$ cat src/rtl/hazard_scoreboard_pkg.sv
// Shared definitions for the decode-stage hazard scoreboard.
package hazard_scoreboard_pkg;

  // Register address bus width.
  localparam int unsigned REG_ADDR_BUS = 5;

  // Operand source selects for the ID-stage operand muxes.
  typedef enum logic [1:0] {
    FWD_REGFILE = 2'd0,
    FWD_EX      = 2'd1,
    FWD_MEM     = 2'd2,
    FWD_WB      = 2'd3
  } fwd_sel_e;

endpackage

$ cat src/rtl/hazard_scoreboard_if.sv
// Decode <-> hazard scoreboard bus: read/write requests in, stall and selects out.
interface hazard_scoreboard_if
  import hazard_scoreboard_pkg::*;
#(
  parameter int unsigned REG_ADDR_W = REG_ADDR_BUS
);

  logic                  id_valid;
  logic                  id_read_en_1;
  logic [REG_ADDR_W-1:0] id_read_addr_1;
  logic                  id_read_en_2;
  logic [REG_ADDR_W-1:0] id_read_addr_2;
  logic                  id_write_en;
  logic [REG_ADDR_W-1:0] id_write_addr;
  logic                  id_is_load;
  logic                  flush;
  logic                  stall_req;
  logic [1:0]            fwd_sel_1;
  logic [1:0]            fwd_sel_2;

  // Decode side.
  modport master (
    output id_valid, id_read_en_1, id_read_addr_1, id_read_en_2, id_read_addr_2,
           id_write_en, id_write_addr, id_is_load, flush,
    input  stall_req, fwd_sel_1, fwd_sel_2
  );

  // Scoreboard side.
  modport slave (
    input  id_valid, id_read_en_1, id_read_addr_1, id_read_en_2, id_read_addr_2,
           id_write_en, id_write_addr, id_is_load, flush,
    output stall_req, fwd_sel_1, fwd_sel_2
  );

endinterface

$ cat src/rtl/hazard_scoreboard_port_check.sv
// Per-read-port hazard check: youngest-first slot match, forwarding select
// and load-use detection.
module hazard_port_check
  import hazard_scoreboard_pkg::*;
#(
  parameter int unsigned REG_ADDR_W = REG_ADDR_BUS,
  parameter int unsigned ZERO_REG   = 0
) (
  input  logic                  id_valid,
  input  logic                  rd_en,
  input  logic [REG_ADDR_W-1:0] rd_addr,
  input  logic                  ex_valid,
  input  logic [REG_ADDR_W-1:0] ex_addr,
  input  logic                  ex_is_load,
  input  logic                  mem_valid,
  input  logic [REG_ADDR_W-1:0] mem_addr,
  input  logic                  wb_valid,
  input  logic [REG_ADDR_W-1:0] wb_addr,
  output logic [1:0]            fwd_sel,
  output logic                  load_use
);

  localparam logic [REG_ADDR_W-1:0] ZERO_ADDR = REG_ADDR_W'(ZERO_REG);

  // Priority match EX > MEM > WB; a load still in EX cannot forward yet.
  always_comb begin
    fwd_sel  = FWD_REGFILE;
    load_use = 1'b0;
    if (id_valid && rd_en && (rd_addr != ZERO_ADDR)) begin
      if (ex_valid && (ex_addr == rd_addr)) begin
        if (ex_is_load) load_use = 1'b1;
        else            fwd_sel  = FWD_EX;
      end else if (mem_valid && (mem_addr == rd_addr)) begin
        fwd_sel = FWD_MEM;
      end else if (wb_valid && (wb_addr == rd_addr)) begin
        fwd_sel = FWD_WB;
      end
    end
  end

endmodule

$ cat src/rtl/hazard_scoreboard.sv
// Decode-stage hazard scoreboard: tracks destinations of the EX/MEM/WB
// instructions and drives stall and operand forwarding selects.
module hazard_scoreboard
  import hazard_scoreboard_pkg::*;
#(
  parameter int unsigned REG_ADDR_W = REG_ADDR_BUS,
  parameter int unsigned ZERO_REG   = 0
) (
  input  logic              clk,
  input  logic              rst,
  hazard_scoreboard_if.slave bus
);

  localparam logic [REG_ADDR_W-1:0] ZERO_ADDR = REG_ADDR_W'(ZERO_REG);

  // The load flag only matters while the load is in EX; once in MEM/WB its
  // result is forwardable, so only the EX slot keeps it.
  logic                  ex_valid, mem_valid, wb_valid;
  logic [REG_ADDR_W-1:0] ex_addr, mem_addr, wb_addr;
  logic                  ex_is_load;

  logic                  load_use_1, load_use_2;
  logic                  issue;
  logic                  new_valid;

  hazard_port_check #(
    .REG_ADDR_W (REG_ADDR_W),
    .ZERO_REG   (ZERO_REG)
  ) u_port_1 (
    .id_valid   (bus.id_valid),
    .rd_en      (bus.id_read_en_1),
    .rd_addr    (bus.id_read_addr_1),
    .ex_valid   (ex_valid),
    .ex_addr    (ex_addr),
    .ex_is_load (ex_is_load),
    .mem_valid  (mem_valid),
    .mem_addr   (mem_addr),
    .wb_valid   (wb_valid),
    .wb_addr    (wb_addr),
    .fwd_sel    (bus.fwd_sel_1),
    .load_use   (load_use_1)
  );

  hazard_port_check #(
    .REG_ADDR_W (REG_ADDR_W),
    .ZERO_REG   (ZERO_REG)
  ) u_port_2 (
    .id_valid   (bus.id_valid),
    .rd_en      (bus.id_read_en_2),
    .rd_addr    (bus.id_read_addr_2),
    .ex_valid   (ex_valid),
    .ex_addr    (ex_addr),
    .ex_is_load (ex_is_load),
    .mem_valid  (mem_valid),
    .mem_addr   (mem_addr),
    .wb_valid   (wb_valid),
    .wb_addr    (wb_addr),
    .fwd_sel    (bus.fwd_sel_2),
    .load_use   (load_use_2)
  );

  // Stall on any load-use hazard unless flushing; only issued writers enter EX.
  always_comb begin
    bus.stall_req = (load_use_1 | load_use_2) & ~bus.flush;
    issue         = bus.id_valid & ~bus.stall_req & ~bus.flush;
    new_valid     = issue & bus.id_write_en & (bus.id_write_addr != ZERO_ADDR);
  end

  // Slot pipeline advance; EX takes a bubble on stall/flush.
  always_ff @(posedge clk or negedge rst) begin
    if (!rst) begin
      ex_valid   <= 1'b0;
      ex_addr    <= '0;
      ex_is_load <= 1'b0;
      mem_valid  <= 1'b0;
      mem_addr   <= '0;
      wb_valid   <= 1'b0;
      wb_addr    <= '0;
    end else begin
      wb_valid   <= mem_valid;
      wb_addr    <= mem_addr;
      mem_valid  <= ex_valid;
      mem_addr   <= ex_addr;
      ex_valid   <= new_valid;
      ex_addr    <= bus.id_write_addr;
      ex_is_load <= bus.id_is_load;
    end
  end

endmodule
$ cat src/flat_wrapper.sv
// flat-port wrapper written by rule: the top's interface ports become plain ports
module hazard_scoreboard_flat import hazard_scoreboard_pkg::*;
#(
  parameter int unsigned REG_ADDR_W = REG_ADDR_BUS,
  parameter int unsigned ZERO_REG   = 0
)
  (clk, rst, bus_id_valid, bus_id_read_en_1, bus_id_read_addr_1, bus_id_read_en_2, bus_id_read_addr_2, bus_id_write_en, bus_id_write_addr, bus_id_is_load, bus_flush, bus_stall_req, bus_fwd_sel_1, bus_fwd_sel_2);
  hazard_scoreboard_if #(.REG_ADDR_W(REG_ADDR_W)) bus_i ();
  input  logic clk;
  input  logic rst;
  input wire logic [$bits(bus_i.id_valid)-1:0] bus_id_valid;
  input wire logic [$bits(bus_i.id_read_en_1)-1:0] bus_id_read_en_1;
  input wire logic [$bits(bus_i.id_read_addr_1)-1:0] bus_id_read_addr_1;
  input wire logic [$bits(bus_i.id_read_en_2)-1:0] bus_id_read_en_2;
  input wire logic [$bits(bus_i.id_read_addr_2)-1:0] bus_id_read_addr_2;
  input wire logic [$bits(bus_i.id_write_en)-1:0] bus_id_write_en;
  input wire logic [$bits(bus_i.id_write_addr)-1:0] bus_id_write_addr;
  input wire logic [$bits(bus_i.id_is_load)-1:0] bus_id_is_load;
  input wire logic [$bits(bus_i.flush)-1:0] bus_flush;
  output wire logic [$bits(bus_i.stall_req)-1:0] bus_stall_req;
  output wire logic [$bits(bus_i.fwd_sel_1)-1:0] bus_fwd_sel_1;
  output wire logic [$bits(bus_i.fwd_sel_2)-1:0] bus_fwd_sel_2;
  assign bus_i.id_valid = bus_id_valid;
  assign bus_i.id_read_en_1 = bus_id_read_en_1;
  assign bus_i.id_read_addr_1 = bus_id_read_addr_1;
  assign bus_i.id_read_en_2 = bus_id_read_en_2;
  assign bus_i.id_read_addr_2 = bus_id_read_addr_2;
  assign bus_i.id_write_en = bus_id_write_en;
  assign bus_i.id_write_addr = bus_id_write_addr;
  assign bus_i.id_is_load = bus_id_is_load;
  assign bus_i.flush = bus_flush;
  assign bus_stall_req = bus_i.stall_req;
  assign bus_fwd_sel_1 = bus_i.fwd_sel_1;
  assign bus_fwd_sel_2 = bus_i.fwd_sel_2;
  hazard_scoreboard #(.REG_ADDR_W(REG_ADDR_W), .ZERO_REG(ZERO_REG)) u_core (.clk(clk), .rst(rst), .bus(bus_i));
endmodule
$ cat config.mk
export PLATFORM = sky130hd
export DESIGN_NAME = hazard_scoreboard_flat
export DESIGN_NICKNAME = d
export VERILOG_FILES = /design/src/rtl/hazard_scoreboard_pkg.sv /design/src/rtl/hazard_scoreboard_if.sv /design/src/rtl/hazard_scoreboard_port_check.sv /design/src/rtl/hazard_scoreboard.sv /design/src/flat_wrapper.sv
export SDC_FILE = /design/constraint.sdc
export NUM_CORES = 1
export LEC_CHECK = 0
export ABC_CLOCK_PERIOD_IN_PS = 1300
export CAP_MARGIN = 20
export CORE_MARGIN = 3
export CORE_UTILIZATION = 41
export DETAILED_ROUTE_END_ITERATION = 16
export PLACE_DENSITY = 0.74
export REMOVE_ABC_BUFFERS = 1
export SYNTH_ARGS = -nofsm -noshare
export SYNTH_HDL_FRONTEND = slang
export SYNTH_SLANG_ARGS = --single-unit
$ cat constraint.sdc
create_clock -name clk -period 1.3 [get_ports clk]
set_input_delay 0.13 -clock clk [delete_from_list [all_inputs] [get_ports clk]]
set_output_delay 0.13 -clock clk [all_outputs]
set_load 0.05 [all_outputs]
After elaboration in Yosys (flattened, before gate mapping) --
Index checks and enable logic that the tools add are counted. Widths: inputs -> output; s select.
Storage, ports and cells: logic and storage cells 48, register bits 19, bits of input ports 23, output and inout bits 5
Operators by class: equality and inequality tests 6, reductions and logical operators 13, multiplexer cells 14, bitwise gates (word level) 8
Operators by type and width (number):
- $eq 5x5->1 | 6
- $mux 2 | 8
- $reduce_bool 5->1 | 3
- $logic_and 1x1->1 | 10
- $mux 1 | 6
- $and 1x1->1 | 5
- $not 1->1 | 2
- $or 1x1->1 | 1

Depth between registers and ports, before layout --
Gate-level depths: netlist of the first run.
depth after elaboration 11, gate-level depth with buffers 5, gate-level depth less buffers 5

Hierarchy --
A second synthesis of the first run with hierarchy kept.
Second synthesis, totals: cells, all modules 84, area total of the unflattened synthesis 982.2 µm²
By module, submodules not included:
- hazard_scoreboard | instances 1, cells an instance 24, area an instance 526.8 µm²
- hazard_port_check | instances 2, cells an instance 30, area an instance 227.7 µm²

Worst setup path after synthesis of the first run --
Ideal clock, no wire load.
path type register -> output, start register u_core.wb_addr[3], end output port bus_fwd_sel_2[0], data arrival time 2.130 ns, required time 1.170 ns, slack -0.960 ns, buffers on the path 0, cell stages (with the launch flop) 6, cell sequence dfrtp_1 xor2_1 nor4_1 nand3_1 nand2b_1 o21ai_0
Between the ends: word-level cells in the longest chain between the ends 6
RTL lines:
- start, declared | RTL line hazard_scoreboard.sv:19 | logic [REG_ADDR_W-1:0] ex_addr, mem_addr, wb_addr;
- start signal, assigned | RTL line hazard_scoreboard.sv:81 | wb_addr <= mem_addr;
- $eq 5x5->1 | RTL line hazard_scoreboard_port_check.sv:35 | end else if (wb_valid && (wb_addr == rd_addr)) begin
- $logic_and 1x1->1 | RTL line hazard_scoreboard_port_check.sv:35
- $mux 2 | RTL line hazard_scoreboard_port_check.sv:35
- $mux 2 | RTL line hazard_scoreboard_port_check.sv:33 | end else if (mem_valid && (mem_addr == rd_addr)) begin
- $mux 2 | RTL line hazard_scoreboard_port_check.sv:30 | if (ex_valid && (ex_addr == rd_addr)) begin
- $mux 2 | RTL line hazard_scoreboard_port_check.sv:29 | if (id_valid && rd_en && (rd_addr != ZERO_ADDR)) begin
- end, declared | RTL line flat_wrapper.sv:22 | output wire logic [$bits(bus_i.fwd_sel_2)-1:0] bus_fwd_sel_2;
No other way between the ends.

Final worst setup path of the first run --
start input port bus_id_read_addr_2[4], end output port bus_stall_req
Between the ends: word-level cells in the longest chain between the ends 6
RTL lines:
- start, declared | RTL line flat_wrapper.sv:15 | input wire logic [$bits(bus_i.id_read_addr_2)-1:0] bus_id_read_addr_2;
- $eq 5x5->1 | RTL line hazard_scoreboard_port_check.sv:30
- $logic_and 1x1->1 | RTL line hazard_scoreboard_port_check.sv:30
- $mux 1 | RTL line hazard_scoreboard_port_check.sv:30
- $mux 1 * | RTL line hazard_scoreboard_port_check.sv:29
- $or 1x1->1 * | RTL line hazard_scoreboard.sv:64 | bus.stall_req = (load_use_1 | load_use_2) & ~bus.flush;
- $and 1x1->1 * | RTL line hazard_scoreboard.sv:64
- end, declared | RTL line flat_wrapper.sv:20 | output wire logic [$bits(bus_i.stall_req)-1:0] bus_stall_req;
Every way passes the cells marked *; elsewhere a longest branch is shown, timed or not.

==> flow_summary.toml, run 1 <==
[synthesis]
ys.warnings.count = 0
synth-main-ff-cell = "dfrtp_1"
synth_seq_area_share = 0.496
synthesis.area_um2 = 958
synth_edf_count = 0
ys_types = 20
synth-seq-cells = 19
syn_avg_cell_area_um2 = 11.3
synth-async-reset-ratio = 1.00
syn_inst = 85

[clock_tree]
cts_buffers = 3
cts-hold-fix-buffers = 0
cts_tree = "yes"
clk_latency_ns = 0.29
cts_max_path_buffers = 2
root_buffer = "clkbuf_4"
cts.clk_slew.worst_paths_ns = 0.11
clock-sinks = 19
cts.htree.levels = 1

[sta]
timing.setup.tns_ns = -3.91
grt_setup_unrepaired = "true"
fin_crit_ns = 2.05
fin_ws_ns = -0.748
slew_headroom = 0.807
fmax_mhz = 488
report.final.hold_viol_count = 0
final.setup_skew_ns = 0.0108
worst_pin_slew_ns = 0.288
drv_slew = 0
finalSetupViolCount = 6
fin_crit_sh = 1.58
holdWs_ns = 0.151

[die]
num_rows = 16
io_pins = 28
fp.dieH_um = 54.4
dieArea_um2 = 2950
start_util = 0.460
core_um2 = 2080
die_x_um = 54.4

[setup_path]
required_ns = 1.17
start_kind = "input port"
r2r_cells = 5
cp_top_family = "buffers and inverters"
cpMaxStageDelayCell = "clkdlybuf4s50_1"
r2r_slack_ns = -0.29
path_buf_inv = 4
path_depth = 8
crit_arrival_ns = 1.92
r2r-start = "u_core.ex_addr[4]"
slowest_delay_ns = 0.51
crit_fanout = 4
worstPathCellList = "clkdlybuf4s50_1 -> or4_1 -> o211ai_1 -> inv_2 -> a22oi_2 -> nor3_2 -> buf_4 -> buf_12"
r2r_end = "u_core.ex_valid"
crit_type = "in -> out"
cp-end-kind = "primary output"

[run_status]
status = "finished, violations left"
violations = "setup timing"

[route]
via_per_inst = 5.06
drc_errors = 0
wirelength_um = 2780
ant_nets = 0
first_pass_iters = 7
drtIter0Drc = 8
wl_per_cell_um = 16.6
vias = 850

[power]
powerDensity_nw_per_um2 = 753
power.leakage_uw = 0.000707
vdd_drop_max_mv = 0.728

[finish]
regArea_um2 = 475
drive_above_1_share = 0.348
nNetsFinal = 165
area_growth_pct = 68.8
multi_input_area_um2 = 568
layout_common_cells = "xor2_1, buf_4, dfrtp_1"
post-route-util = 0.777
instances_no_fill = 168
diodes = 0
n_fill_cell = 136
final_common_cell = "xor2_1"

[global_routing]
grt_pass1_wl_um = 4160
overflow = 0
grt_usage = 0.203
grt_start_max_net_pins = 20
grt_pass1_vias = 961
grt_antenna_before_repair = 0

[placed_design]
portBuffers = 27
place_congestion = 0.887
place_inst = 160
hpwlAfterDp_um = 1930

[worst_hold_path]
holdCritPathClass = "in -> async"

[job]
max-cap-violations = 0
how the worst max path moves through the flow:
stage / to / start
floorplan: bus_fwd_sel_2[0] / u_core.wb_addr[3]
global placement: bus_fwd_sel_1[0] / bus_id_read_addr_1[4]
detailed placement: bus_fwd_sel_2[0] / bus_id_read_addr_2[3]
CTS: bus_stall_req / u_core.ex_addr[4]
global route: bus_fwd_sel_1[1] / u_core.ex_addr[4]
finish: bus_stall_req / bus_id_read_addr_2[4]
stage by stage:
stage | worst slack (ns) | area (um^2) | power (uW)
6_report | -0.748 | 1620 | 1220
5_1_grt | -0.848 | 1620 | 1280
4_1_cts | -0.753 | 1570 | 1220
3_5_place_dp | -0.875 | 1460 | 907
3_3_place_gp | -0.770 | 1460 | 899
2_1_floorplan | -0.960 | 958 | 738
sequential cells by signal (all words and copies together) (netlist names):
register           count
u_core.ex_addr         5
u_core.mem_addr        5
u_core.wb_addr         5
u_core.ex_is_load      1
u_core.ex_valid        1
u_core.mem_valid       1
u_core.wb_valid        1
kinds of logic after synthesis:
kind of cell / after synthesis / share of synthesized area
buf+inv: 3 / 0.0117
xor+xnor: 30 / 0.274
flops: 19 / 0.496
compound gates: 9 / 0.0692
simple gates: 24 / 0.149
worst reg2reg max path: stages, from the launching register on:
cell and delay (ns):
dfrtp_1 0.44, xor2_1 0.16, nor4_1 0.26, and3_1 0.26, a22oi_2 0.11, o31a_1 0.28
final cells by class:
class                   instances  area share
multi-input cells              63       0.351
repair buffers                 52       0.311
flip-flops and latches         19       0.294
well taps                      27      0.0209
clock buffers                   4      0.0162
inverters                       3     0.00696
routing by layer:
metal,share of wire,wire length [um],GRT usage,vias up
met5,0,0,0,-
met4,0.013,36,0.0871,0
li1,-,-,-,411
met2,0.54,1510,0.367,34
met1,0.39,1090,0.235,401
met3,0.050,138,0.0300,4
synth_stat cells (2+ instances only):
cell type  count  area [um^2]
xor2_1        24          210
nor4_1         6         37.5
dfrtp_1       19          475
nor3_1         2         10.0
or4_1          2         15.0
nand2b_1       3         18.8
nand3_1        6         30.0
and3_1         2         12.5
xnor2_1        6         52.6
o21ai_0        2         10.0
a21oi_1        3         15.0
inv_1          2         7.51
what timing repair did:
item,in CTS,in global routing
resized for setup,22,7
setup endpoints to repair,6,6
pin swaps,12,10
buffers inserted,4,2
power breakdown:
part,internal (uW),switching (uW),leakage (uW)
combinational,155,126,0.000466
sequential,620,27.6,0.000227
clock,119,170,0.0000150
total,894,324,0.000707
No activity file was read; power rests on OpenSTA's default activity.
==> run 2, diff against run 1 <==
- GPL_TIMING_DRIVEN: default -> 0
- TNS_END_PERCENT: default -> 50
==> run 2 against run 1 <==
Against the previous run: the flow still finishes with violations (setup timing); total power decreased by 3.7%; flip-flop and latch count unchanged; via count decreased by 8.4%; sequential share of layout area increased by 4.5 points; critical path type is now reg -> out.
==> flow_summary.toml, run 2 (same netlist as run 1, synthesis figures left out) <==
[route]
drtIter0Drc = 17
first_pass_iters = 4
drc_errors = 0
ant_nets = 0
wl_per_cell_um = 15.9
vias = 779
wirelength_um = 2340
via_per_inst = 5.30

[run_status]
violations = "setup timing"
status = "finished, violations left"

[placed_design]
place_inst = 139
place_congestion = 0.792
placed_area_um2 = 1260
portBuffers = 27
place_ws_ns = -1.42
hpwlAfterDp_um = 1660

[sta]
report.final.hold_viol_count = 0
final.setup_skew_ns = 0.00564
fmax_mhz = 501
fin_crit_sh = 1.53
timing.setup.tns_ns = -3.54
worst_pin_slew_ns = 0.828
finalSetupViolCount = 6
grt_setup_unrepaired = "true"
slew_headroom = 0.446
fin_ws_ns = -0.695
fin_crit_ns = 1.99
drv_slew = 0

[global_routing]
grt_pass1_vias = 781
grt_antenna_before_repair = 0
grt_usage = 0.164
met3_usage = 0.0354
overflow = 0
grt_use_met1 = 0.186
grt_start_max_net_pins = 20
use_met2 = 0.311
grt_pass1_wl_um = 3350
grt.busiest_layer = "met2"

[setup_path]
required_ns = 1.17
crit_fanout = 2
r2r_cells = 5
crit_arrival_ns = 1.86
cp-end-kind = "primary output"
start_kind = "flip-flop"
crit_type = "reg -> out"

[die]
core_um2 = 2080
num_rows = 16
io_pins = 28
start_util = 0.460
die_x_um = 54.4
dieArea_um2 = 2950
fp.dieH_um = 54.4

[power]
powerDensity_nw_per_um2 = 837
power.leakage_uw = 0.000600
vdd_drop_max_mv = 0.554
totalPowerFinal_uw = 1170

[clock_tree]
cts_max_path_buffers = 2
cts.clk_slew.worst_paths_ns = 0.11
root_buffer = "clkbuf_4"
cts-hold-fix-buffers = 0
clock-sinks = 19
cts_tree = "yes"
clk_latency_ns = 0.30
cts.htree.levels = 1
cts_buffers = 3

[finish]
final_common_cell = "xor2_1"
n_fill_cell = 164
final_area_um2 = 1400
nNetsFinal = 144
diodes = 0
area_growth_pct = 46.2
layout_common_cells = "xor2_1, dfrtp_1, clkdlybuf4s50_1"
reg_top3 = "u_core.ex_addr x5, u_core.mem_addr x5, u_core.wb_addr x5"
instances_no_fill = 147
drive_above_1_share = 0.242

[worst_hold_path]
holdCritPathClass = "in -> reg"
hold_depth = 1

[job]
max-cap-violations = 0
run 2: changes by cell type in the layout (fill, tap and decap cells not counted), moves of 2 or more:
cell / previous run / this run
buf_4: 22 / 5
buf_12: 4 / 0
o21ai_2: 0 / 2
o21ai_4: 2 / 0
run 2: layer usage:
layer	vias up	share of wire
met5	-	0
met4	0	0.0026
met3	4	0.060
met2	34	0.51
met1	373	0.42
li1	368	-
run 2: what timing repair did:
item | in CTS | in global routing
pin swaps | 8 | 8
gates cloned | 0 | 0
setup endpoints to repair | 6 | 6
gates resized for setup | 51 | 10
setup buffers | 2 | 2
run 2: worst max-delay path, stage by stage (launching register included):
cell and delay, ns:
dfrtp_1 0.40, xor2_1 0.18, nor4_2 0.33, nand3_1 0.15
nand2b_4 0.17, o21ai_2 0.16, buf_6 0.18
run 2: report_power, final:
part,internal (uW),switching (uW),leakage [uW]
clock,115,185,0.0000177
sequential,620,27.6,0.000227
combinational,115,112,0.000355
total,849,324,0.000600
run 2: cell type report:
| class | count | area (um^2) | area share |
|---|---|---|---|
| Tap cell | 27 | 33.8 | 0.0241 |
| Clock inverter | 1 | 5.00 | 0.00357 |
| Timing Repair Buffer | 31 | 294 | 0.210 |
| Multi-Input combinational cell | 63 | 559 | 0.399 |
| Sequential cell | 19 | 475 | 0.339 |
| Clock buffer | 3 | 22.5 | 0.0161 |
| Inverter | 3 | 11.3 | 0.00804 |
run 2: final timing paths:
check / start / endpoint / slack, ns
min in group asynchronous: rst / u_core.mem_addr[3] / 0.30
min reg2reg: u_core.ex_valid / u_core.mem_valid / 0.43
max reg2reg: u_core.ex_addr[4] / u_core.ex_valid / -0.25
max: u_core.wb_addr[3] / bus_fwd_sel_2[0] / -0.69
max in group asynchronous: rst / u_core.mem_addr[1] / 0.49
min: bus_id_is_load / u_core.ex_is_load / 0.26
run 2: stage by stage:
step                       util  hold WS (ns)
after detailed placement  0.606         0.389
after floorplan               -        -0.166
after global placement    0.606         0.383
final                     0.673         0.256
after global routing      0.673         0.266
after CTS                 0.638         0.255
==> run 3, diff against run 2 <==
- ABC_CLOCK_PERIOD_IN_PS: 1300 -> default
- CTS_CLUSTER_DIAMETER: default -> 120
- SLEW_MARGIN: default -> 20
==> results of run 3 <==
The final DEF is identical to that of run 2; final timing and power are the same.
==> variant 1: new RTL, config.mk and constraints of run 2 <==
`REG_ADDR_BUS`: 5 -> 10.
--- a/src/rtl/hazard_scoreboard_pkg.sv
+++ b/src/rtl/hazard_scoreboard_pkg.sv
@@ -2,7 +2,7 @@
 package hazard_scoreboard_pkg;
 
   // Register address bus width.
-  localparam int unsigned REG_ADDR_BUS = 5;
+  localparam int unsigned REG_ADDR_BUS = 10;
 
   // Operand source selects for the ID-stage operand muxes.
   typedef enum logic [1:0] {
Ports: changed (resized bus_id_read_addr_1, bus_id_read_addr_2 and bus_id_write_addr); port bits go from 28 to 43. No check against the original RTL was run, so the function may have changed too.
==> variant 1 against run 2 <==
  * The run still ends with setup timing left
  * Non-clock buffer count is 14 higher
  * Design area is 71% higher
  * Sequential cell count is 15 higher
  * Critical path depth grew 1
  * Fmax shrank 1.7%
  * Setup slack got worse by 34 ps
  * Area after synthesis up 77%
  * Hold slack better by 28 ps
  * Sequential share of layout area grew 1.5 points
  * Wire length is 96% higher
  * Total power is 100% higher
  * Critical path type is now primary input to output pin
  * Largest cell class unchanged
  * Largest power group unchanged
==> variant 1: results (changes against run 2) <==
[timing]
fin_ws_ps = -728.5  ; -33.94 ps
clock_skew_ps = 5.125  ; -0.5151 ps
worst_pin_slew_ps = 789.0  ; -39.41 ps
setup_viol = 6  ; unchanged

[placed_design]
numPortBuffers = 42  ; +56%
post-dp-hpwl_mm = 3.520  ; +110%
place_ws_ps = -1464  ; -46.94 ps
place.gp.congestion = 0.9155  ; +16%

[routing]
vias_per_cell = 5.400  ; +1.9%
drtIter0Drc = 73  ; +56
wirelength_mm = 4.574  ; +96%

[clock_network]
numCtsBuffers = 5  ; +2
path_clk_slew_ps = 60  ; -50 ps
cts_root_buffer = clkbuf_8
cts_max_level = 2  ; +1

[setup_path]
rr_startpoint = u_core.ex_addr[8]
cp.arrival_ps = 1900  ; +40 ps

[pwr]
power.leakage_nw = 0.9223  ; +54%

[synth]
ys_top_cells_by_area = dfrtp_1 50%, xnor2_1 31%, nand4_1 4.4%, nor4_1 2.6%, nand3_1 2.1%

[run_status]
status = finished, violations left
violations = setup timing

[cells_and_area]
reg.largest.list = u_core.ex_addr x10, u_core.mem_addr x10, u_core.wb_addr x10
drive_gt1_frac = 0.1584  ; -0.08325
num-nets-final = 239  ; +66%

[global_routing]
grt_pass1_vias = 1463  ; +87%

[floorplanning]
die_w_um = 70.33  ; +29%

==> variant 1: cell count changes after synthesis, sizes merged, moves of 6 or more <==
| cell | change |
|---|---|
| nor3 | +6 |
| xnor2 | +54 |
| nand4 | +12 |
| xor2 | -24 |
| dfrtp | +15 |
==> variant 1: repair_timing <==
action | in CTS | in global routing
pin swaps | 17 | 4
setup endpoints to repair | 6 | 6
buffers inserted | 2 | 0
resized for setup | 64 | 5
==> variant 1: cell families (layout without fill, tap and decap cells) <==
logic type,after synthesis,in the layout,synth area share
xor+xnor,60,60,0.3097
simple gates,48,48,0.1615
flops,34,34,0.5015
compound gates,6,6,0.02507
buf+inv,1,54,0.002210
==> variant 1: report_power, final <==
part,internal (W),total [W],switching [W]
sequential,0.00111,0.00117,0.0000598
clock,0.000427,0.000790,0.000363
combinational,0.000238,0.000431,0.000193
total,0.00178,0.00239,0.000616
==> variant 1: final cells by class <==
type                       count  area, sq um
multi-input combinational    114        943.4
clock buffer                   7        86.33
inverter                       1        3.754
sequential                    34        850.8
clock inverter                 1        5.005
timing repair buffer          45        452.9
tap                           48        60.06
fill                         310         1424
==> variant 1: worst max-delay path by stage <==
| stage | from | end | slack (ps) | cells after the start |
|---|---|---|---|---|
| 2_1_floorplan | u_core.mem_addr[0] | bus_fwd_sel_1[1] | -1000 | 5 |
| 3_3_place_gp | bus_id_read_addr_1[0] | bus_fwd_sel_1[1] | -1390 | 7 |
| 3_5_place_dp | bus_id_read_addr_1[9] | bus_fwd_sel_1[1] | -1460 | 7 |
| 4_1_cts | u_core.mem_addr[9] | bus_fwd_sel_1[1] | -720 | 6 |
| 5_1_grt | u_core.ex_addr[8] | bus_stall_req | -790 | 6 |
| 6_report | bus_id_read_addr_1[8] | bus_fwd_sel_1[1] | -730 | 7 |
==> variant 1: metal layers <==
| metal | GRT usage | part of all wire |
|---|---|---|
| met5 | 0 | 0 |
| met4 | 0.09574 | 0.028 |
| met3 | 0.04173 | 0.053 |
| met2 | 0.3108 | 0.48 |
| met1 | 0.2613 | 0.44 |
==> variant 1: per-stage QoR <==
stage | instance area (sq um) | hold slack [ps] | total power, W | instances
after floorplan | 1697 | -165.6 | 0.001364 | 149
after global placement | 2177 | 389.9 | 0.001581 | 239
after detailed placement | 2205 | 404.1 | 0.001604 | 240
after CTS | 2382 | 273.6 | 0.002406 | 250
after global routing | 2402 | 294.2 | 0.002495 | 250
final | 2402 | 283.6 | 0.002392 | 250
==> variant 2: new RTL, flow settings as in run 2 <==
Without the edit above. Take the reset off `mem_addr` and load it in a clocked block of its own.
--- a/src/rtl/hazard_scoreboard.sv
+++ b/src/rtl/hazard_scoreboard.sv
@@ -73,18 +73,20 @@
       ex_addr    <= '0;
       ex_is_load <= 1'b0;
       mem_valid  <= 1'b0;
-      mem_addr   <= '0;
       wb_valid   <= 1'b0;
       wb_addr    <= '0;
     end else begin
       wb_valid   <= mem_valid;
       wb_addr    <= mem_addr;
       mem_valid  <= ex_valid;
-      mem_addr   <= ex_addr;
       ex_valid   <= new_valid;
       ex_addr    <= bus.id_write_addr;
       ex_is_load <= bus.id_is_load;
     end
   end
 
+  always_ff @(posedge clk) begin
+    mem_addr <= ex_addr;
+  end
+
 endmodule
Behaviour: no difference found for any inputs over 10 cycles, from zero or initial values and one cycle with rst low; that may be too few to reach the edited logic, so the function may still have changed.
==> variant 2 against run 2 <==
  * The run still ends with setup timing left
  * Clock skew is 6.2 ps higher
  * Highest routed layer unchanged
  * Area after synthesis is 2.6% lower
  * Critical path depth is 1 higher
  * Hold slack worse by 50 ps
  * Clock power is 3% lower
  * Design area is 7.0% lower
  * Combinational power is 11% lower
  * Total power is 3.2% lower
  * Setup slack worse by 3.0 ps
  * Global-route usage is 0.55 points lower
  * Sequential cell count stayed put
  * Wire length is 13% lower
==> variant 2: results (changes against run 2) <==
[global_routing]
grt_usage = 0.1590  ; -0.005472
grt_start_max_net_pins = 15  ; -25%
grt.met1_usage = 0.1785  ; -0.007180
use_met2 = 0.2863  ; -0.02447
use_met3 = 0.02770  ; -0.007722

[worst_hold_path]
holdCritPathClass = primary input to asynchronous set/reset pin

[clock_network]
cts_resized = 45  ; -12%

[synth]
synth_compound_area_frac = 0.07105  ; +0.001855
synthXorXnorAreaFrac = 0.2815  ; +0.007350
synth-seq-area-share = 0.4826  ; -0.01351
ys_top_cells_by_area = dfrtp_1 38%, xor2_1 23%, dfxtp_1 11%, xnor2_1 5.6%, nor4_1 4.0%
async_flop_share = 0.7368  ; -0.2632

[timing]
worst_pin_slew_ps = 618.9  ; -209.5 ps
setup_viol = 6  ; unchanged
clock_skew_ps = 11.87  ; +6.234 ps
fin_ws_ps = -697.5  ; -3.011 ps
fin_setup_tns_ps = -3563  ; -26.60 ps

[setup_path]
crit_family = simple AND/OR/NAND/NOR gates
crit_fanout = 3  ; +1
critical_path.endpoint = bus_fwd_sel_1[0]
timing.reg2reg.setup_slack_ps = -270  ; -20 ps

[pwr]
peakVddDrop_mv = 0.5800  ; +4.8%
power.leakage_nw = 0.5590  ; -6.8%
intPower_w = 0.0008454  ; -0.43%

[routing]
drtIter0Drc = 10  ; -7
met3WireLength_um = 177  ; +26%
wirelength_met1_um = 782  ; -21%
via_count = 752  ; -3.5%
wl_per_cell_um = 14.19  ; -11%
wl_met2_mm = 1.067  ; -11%

[placed_design]
place_ws_ps = -1416  ; +1.300 ps
post_dp_cell_area_sq_mm = 0.001237  ; -2.0%

[run_status]
status = finished, violations left
violations = setup timing

[cells_and_area]
drive_gt1_frac = 0.1624  ; -0.07927
num-nets-final = 141  ; -2.1%

variant 2: cell count changes after synthesis, sizes merged:
| cell | delta |
|---|---|
| dfrtp | -5 |
| dfxtp | +5 |
variant 2: final cells by class:
class,count,area (sq um)
fill,181,758.2
sequential,19,450.4
inverter,3,11.26
tap,27,33.78
multi-input combinational,63,509.2
timing repair buffer,28,272.8
clock buffer,4,26.28
variant 2: power groups by stage:
stage	Clock, W	Sequential, W	Combinational, W
after CTS	0.000301	0.000644	0.000204
after global routing	0.000320	0.000648	0.000219
after global placement	0	0.000656	0.000194
after floorplan	0	0.000652	0.0000845
after detailed placement	0	0.000657	0.000201
final	0.000291	0.000644	0.000201
variant 2: through the flow:
step | hold slack (ps) | total power [W] | utilization
after floorplan | -165.6 | 0.0007361 | -
after global placement | 372.2 | 0.0008500 | 0.6001
after detailed placement | 375.8 | 0.0008579 | 0.6001
after CTS | 228.2 | 0.001149 | 0.6220
after global routing | 248.6 | 0.001188 | 0.6323
final | 205.6 | 0.001136 | 0.6323
